`src/rtl/sec08_queues_param_queue.sv`:
```
// Parametrised N-entry val/rdy queue with normal, pipe, bypass and
// pipe+bypass flow-through modes, synchronous clear and free-slot count.
module sec08_queues_param_queue #(
    parameter int p_msg_nbits = 32,
    parameter int p_num_msgs  = 4,
    parameter int p_type      = 0
) (
    input  logic                              clk,
    input  logic                              reset,
    input  logic                              clear,
    input  logic                              istream_val,
    output logic                              istream_rdy,
    input  logic [p_msg_nbits-1:0]            istream_msg,
    output logic                              ostream_val,
    input  logic                              ostream_rdy,
    output logic [p_msg_nbits-1:0]            ostream_msg,
    output logic [$clog2(p_num_msgs+1)-1:0]   num_free_entries
);

    localparam int AW = (p_num_msgs > 1) ? $clog2(p_num_msgs) : 1;
    localparam int CW = $clog2(p_num_msgs + 1);

    typedef enum logic [1:0] {
        QT_NORMAL      = 2'd0,
        QT_PIPE        = 2'd1,
        QT_BYPASS      = 2'd2,
        QT_PIPE_BYPASS = 2'd3
    } qtype_e;

    localparam qtype_e QTYPE       = qtype_e'(2'(p_type));
    localparam bit     PIPE_MODE   = (QTYPE == QT_PIPE)   || (QTYPE == QT_PIPE_BYPASS);
    localparam bit     BYPASS_MODE = (QTYPE == QT_BYPASS) || (QTYPE == QT_PIPE_BYPASS);

    logic [p_msg_nbits-1:0] storage [p_num_msgs];
    logic [AW-1:0]          enq_ptr;
    logic [AW-1:0]          deq_ptr;
    logic [CW-1:0]          count;

    logic full;
    logic empty;
    logic active;
    logic enq_fire;
    logic deq_fire;
    logic bypass_through;
    logic wr_en;
    logic rd_en;

    // Explicit wrap so non-power-of-2 depths never index past the last slot.
    function automatic logic [AW-1:0] next_ptr(input logic [AW-1:0] p);
        return (p == AW'(p_num_msgs - 1)) ? '0 : p + AW'(1);
    endfunction

    // Handshake, flow-through and output datapath decode.
    always_comb begin
        full             = (count == CW'(p_num_msgs));
        empty            = (count == '0);
        active           = reset & ~clear;
        istream_rdy      = active & (~full | (PIPE_MODE & ostream_rdy));
        ostream_val      = active & (~empty | (BYPASS_MODE & istream_val));
        enq_fire         = istream_val & istream_rdy;
        deq_fire         = ostream_val & ostream_rdy;
        bypass_through   = BYPASS_MODE & empty & enq_fire & deq_fire;
        wr_en            = enq_fire & ~bypass_through;
        rd_en            = deq_fire & ~empty;
        num_free_entries = CW'(p_num_msgs) - count;
        ostream_msg      = '0;
        if (reset) begin
            if (!empty)
                ostream_msg = storage[deq_ptr];
            else if (BYPASS_MODE)
                ostream_msg = istream_msg;
        end
    end

    // Pointer and occupancy state; clear wins over any transfer that cycle.
    always_ff @(posedge clk or negedge reset) begin
        if (!reset) begin
            enq_ptr <= '0;
            deq_ptr <= '0;
            count   <= '0;
        end else if (clear) begin
            enq_ptr <= '0;
            deq_ptr <= '0;
            count   <= '0;
        end else begin
            if (wr_en)
                enq_ptr <= next_ptr(enq_ptr);
            if (rd_en)
                deq_ptr <= next_ptr(deq_ptr);
            case ({wr_en, rd_en})
                2'b10:   count <= count + CW'(1);
                2'b01:   count <= count - CW'(1);
                default: count <= count;
            endcase
        end
    end

    // Message storage, intentionally not reset.
    always_ff @(posedge clk) begin
        if (wr_en)
            storage[enq_ptr] <= istream_msg;
    end

endmodule

```
`config.mk`:
```
export PLATFORM = sky130hd
export DESIGN_NAME = sec08_queues_param_queue
export DESIGN_NICKNAME = d
export VERILOG_FILES = /design/src/rtl/sec08_queues_param_queue.sv
export SDC_FILE = /design/constraint.sdc
export NUM_CORES = 1
export LEC_CHECK = 0
export BUFFER_PORTS_ARGS = -buffer_cell sky130_fd_sc_hd__buf_2
export CELL_PAD_IN_SITES_DETAIL_PLACEMENT = 2
export CELL_PAD_IN_SITES_GLOBAL_PLACEMENT = 2
export CORE_MARGIN = 4
export CORE_UTILIZATION = 47
export CTS_CLUSTER_SIZE = 40
export DETAILED_ROUTE_END_ITERATION = 12
export PLACE_DENSITY_LB_ADDON = 0.1
export SLEW_MARGIN = 10
export SYNTH_ARGS = -nofsm -noshare
export SYNTH_HDL_FRONTEND = slang
export SYNTH_SLANG_ARGS = --single-unit
```
`constraint.sdc`:
```
create_clock -name clk -period 6.41 [get_ports clk]
set_input_delay 1.282 -clock clk [delete_from_list [all_inputs] [get_ports clk]]
set_output_delay 1.282 -clock clk [all_outputs]
set_load 0.02 [all_outputs]
```
# Word-level counts from Yosys, hierarchy flattened
# Memories as Yosys holds them, arrays and structs flattened.
# Cells that the tools add are included.
# totals
wordCells	39
n_memories	1
latchBits	0
inputBits	37
register_bits	7
romBits	0
ram_bits	128
# op_classes
n_shift	0
n_mux	12
addsub	5
n_reduce_logical	4
n_mul	0
bitwise	9
n_div	0
n_eq_ne	5
magnitude_cmp	0
# mem_list
memory	depth	word_bits	rd	rd_ports_with_merged_regs	wr	line	source
storage	4	32	1	0	1	34	logic [p_msg_nbits-1:0] storage [p_num_msgs];
# op_table
op	n
$mux W32	2
$mux W2	6
$and A1 B1 Y1	6
$eq A2 B2 Y1 const B	3
$pmux W3 S2	1
$add A2 B1 Y2 const B	2
$reduce_bool A2 Y1	2
$add A3 B1 Y3 const B	1
$eq A3 B3 Y1 const B	1
$logic_not A3 Y1	1
$mux W3	1
$not A1 Y1	3
$reduce_bool A3 Y1	1
$sub A3 B1 Y3 const B	1
$sub A3 B3 Y3 const A	1
$eq A2 B1 Y1 const B	1
$mux W1	2

# Depth between registers and ports, before layout
# logic_depth
depth_word	8
depth_mapped	11

# Worst setup path before layout
# Ideal clock, no wire load.
# synth_timing
path_kind	in2out
from	input clear
to	output istream_rdy
cell_stages	2
path_slack_ns	3.188
t_required_ns	5.128
t_arrival_ns	1.940
path_cell_list	buf_6 nor3b_1
# synth_via
elab_chain_len	3
# synth_rtl
element	line	source
start, declared	10	input logic clear,
$not A1 Y1	57	active = reset & ~clear;
$and A1 B1 Y1	57	
$and A1 B1 Y1	58	istream_rdy = active & (~full | (PIPE_MODE & ostream_rdy));
end, declared	12	output logic istream_rdy,
# Every way passes these cells.

# Worst setup path in the final report
# layout_timing
from	input reset
to	output ostream_msg[30]
# layout_via
elab_chain_len	1
# layout_rtl
element	line	source
start, declared	9	input logic reset,
$mux W32	67	if (reset) begin
end, declared	16	output logic [p_msg_nbits-1:0] ostream_msg,
# Every way passes these cells.

==> summary.txt <==
Timing
  – Clk_skew: ~6 ps
  – Final setup viols: 0
  – Final period utilization: between 60 and 70%
  – Fin Hold WS: 628.0 ps
  – Setup TNS: 0 ps
  – Slew @ Worst Pin: ~900 ps
  – Unrepaired setup endpoints after global routing: false
  – Crit path time final: ~3900 ps
  – Highest Clock Rate: roughly 0.26 GHz
  – Pins Over Slew Limit: 0
  – Max transition margin: 39.23%
  – Final Hold Vio Count: 0
  – Setup ws final: 2539 ps

Yosys
  – Synth area leaders: edfxtp_1, mux4_2, nor2b_1, dfrtp_1, ha_1
  – Post-synthesis cell count: between 200 and 300
  – Sequential area share after synthesis: approximately 74%
  – Post-Syn Nets: between 300 and 400
  – Top cell type's share of synthesized area: between 70% and 80%
  – YS warnings: 0
  – Synth cell types: 27
  – Synth Area per Inst: a little over 20 um^2
  – Synthesized area: approximately 5400 um^2
  – Cell type with the highest aggregate area in the netlist: edfxtp_1
  – #FFs+latches synth: 135

Global routing
  – Initial antenna violation count: 2
  – Global-route wire length before repair: 18860 um
  – Gr usage total: about 21%
  – Total congestion overflow: 0
  – Vias in the first global route: between 3000 and 4000
  – Largest net degree at the start of global routing: 36

Placed design
  – GPL Wtd Cong: approximately 0.67
  – DP HPWL: approximately 7600 um
  – Port Buffer Count: 73
  – Pre-CTS setup slack: roughly 2500 ps
  – Placed Instances: 460

Setup path
  – Most used cell, CP: buf_2
  – Critical-path cell list: buf_2 -> nand2b_2 -> nor2b_1 -> buf_2
  – Worst EP required: between 5000 and 6000 ps
  – CP Data Arrival Time: approximately 2600 ps
  – Crit path kind: in2out
  – Critical path endpoint category: output port
  – CP max FO: 33
  – Startpoint Class: input pin
  – Crit-path max cell delay: roughly 480 ps
  – CP max stage cell: nand2b_2

Power and ir drop
  – Pwr Density: around 310 nW/um^2
  – Max VDD drop: ~0.23 mV
  – Power after layout: 2.006 mW
  – Pleak: between 2 and 2.5 nW

Clock tree
  – Clk sinks: between 100 and 150
  – Total CTS buffers: 17
  – Reg clk slew, reported paths: 60 ps
  – Post-CTS Hold Buffers: 0
  – Worst-skew pair later-pin latency: about 430 ps
  – Post_cts resized: 0
  – Post-CTS Setup Repair Bufs: 0
  – H-tree Lvls: 4
  – Clock root cell: clkbuf_16
  – CTS Buffer Depth: 2
  – CTS tree: done

Detailed routing
  – Vias per cell: ~5.5
  – WL/cell: approximately 25 um
  – Post-route ant nets: 0
  – DRC violations left: 0
  – Routed WL: 12430 um
  – Initial DRC Count: 148
  – First drt pass iteration count: 4
  – Vias post-DR: roughly 2700

Job
  – Max-cap violations: 0

Layout
  – Syn-to-layout area delta: 18.39%
  – Most common cell after layout, fill and taps aside: edfxtp_1
  – N_diodes: 0
  – Finished Layout Cells: around 490
  – Commonest cells after routing, fill and taps aside: edfxtp_1, buf_2, mux4_2, nor2b_1, clkbuf_16
  – FILL cells: approximately 900
  – Nets: 385
  – Layout cells sized above 1: 41.60%

Hold path
  – Hold WC Path Type: reg2reg

Floorplanning
  – Io pins: 74
  – Core Region: roughly 11000 um^2
  – Die Width: 115.2 um
  – Die Ht: 115.2 um
  – Cell Rows: 38
  – Die ar.: 13260 um^2
  – Initial Util: 48.92%

Outcome
  – Outcome: complete, no violations
[final cells by class]
cell class	count	area [um^2]	share of cell area, %
clock buffer	19	432.9	6.776
clock inverter	12	107.6	1.684
inverter	6	22.52	0.3525
multi-input combinational	105	1256	19.66
sequential	135	4021	62.95
tap	140	175.2	2.742
timing repair buffer	74	372.9	5.836
[per-layer routing]
| metal | GRT usage, % | vias to the layer above | wire length [um] |
|---|---|---|---|
| li1 | - | 1184 | - |
| met5 | 0 | - | 27 |
| met1 | 24.40 | 1399 | 5052 |
| met3 | 6.737 | 29 | 563 |
| met2 | 34.53 | 76 | 6464 |
| met4 | 8.685 | 4 | 321 |
[sequential cells by signal, indices dropped and copies added (netlist names)]
signal and flops:
storage 128, count 3, enq_ptr 2, deq_ptr 2
[through the flow]
stage                     util, %  cell area (um^2)
after floorplan                 -              5396
after global placement      53.02              5848
after detailed placement    53.02              5848
after CTS                   57.92              6389
after global routing        57.92              6389
final                       57.92              6389
[Yosys cell counts]
cell      count
a21oi_1       2
and2_1        4
and3_2        1
and4bb_4      1
buf_2         4
buf_4         1
buf_6         6
clkbuf_1      3
dfrtp_1       7
edfxtp_1    128
fa_1          1
ha_1          8
inv_1         6
mux2i_1       2
mux4_2       32
nand2_1       2
nand2b_1      1
nand3b_2      1
nor2_1        9
nor2b_1      32
nor3_1        2
nor3_2        1
nor3b_1       1
nor3b_2       1
o21ai_1       1
o31ai_1       1
xnor2_1       2
[logic make-up (layout without fill, tap and decap cells)]
family | Yosys count | in the layout | synth area share, %
and+or+nand+nor | 56 | 56 | 6.446
buffers and inverters | 20 | 111 | 2.388
xor gates and xnor gates | 2 | 2 | 0.3247
AOI/OAI and AO/OA | 4 | 4 | 0.4173
adders and majority gates | 9 | 9 | 2.226
DFF | 135 | 135 | 74.47
muxes | 34 | 34 | 13.73
[where the power goes]
part | internal, mW | switching [mW] | total (mW)
registers | 0.979 | 0.00647 | 0.985
logic | 0.0541 | 0.0817 | 0.136
clock network | 0.528 | 0.357 | 0.885
[worst paths after layout]
| check | slack (ps) | cells after the start | start | endpoint |
|---|---|---|---|---|
| setup / recovery | 2540 | 4 | reset | ostream_msg[30] |
| hold / removal | 630 | 2 | count[0]$_DFFE_PN0P_ | count[0]$_DFFE_PN0P_ |
| setup reg to reg | 3530 | 11 | count[0]$_DFFE_PN0P_ | count[2]$_DFFE_PN0P_ |
| hold reg to reg | 630 | 2 | count[0]$_DFFE_PN0P_ | count[0]$_DFFE_PN0P_ |
| max in group asynchronous | 5470 | 1 | reset | deq_ptr[0]$_DFFE_PN0P_ |
| min in group asynchronous | 720 | 1 | reset | deq_ptr[1]$_DFFE_PN0P_ |
[worst max-delay path, delay by kind of cell]
kind | cells | cell delay [ps]
and+or+nand+nor | 2 | 840
buffers and inverters | 2 | 470
(Power assumes the default switching activity.)
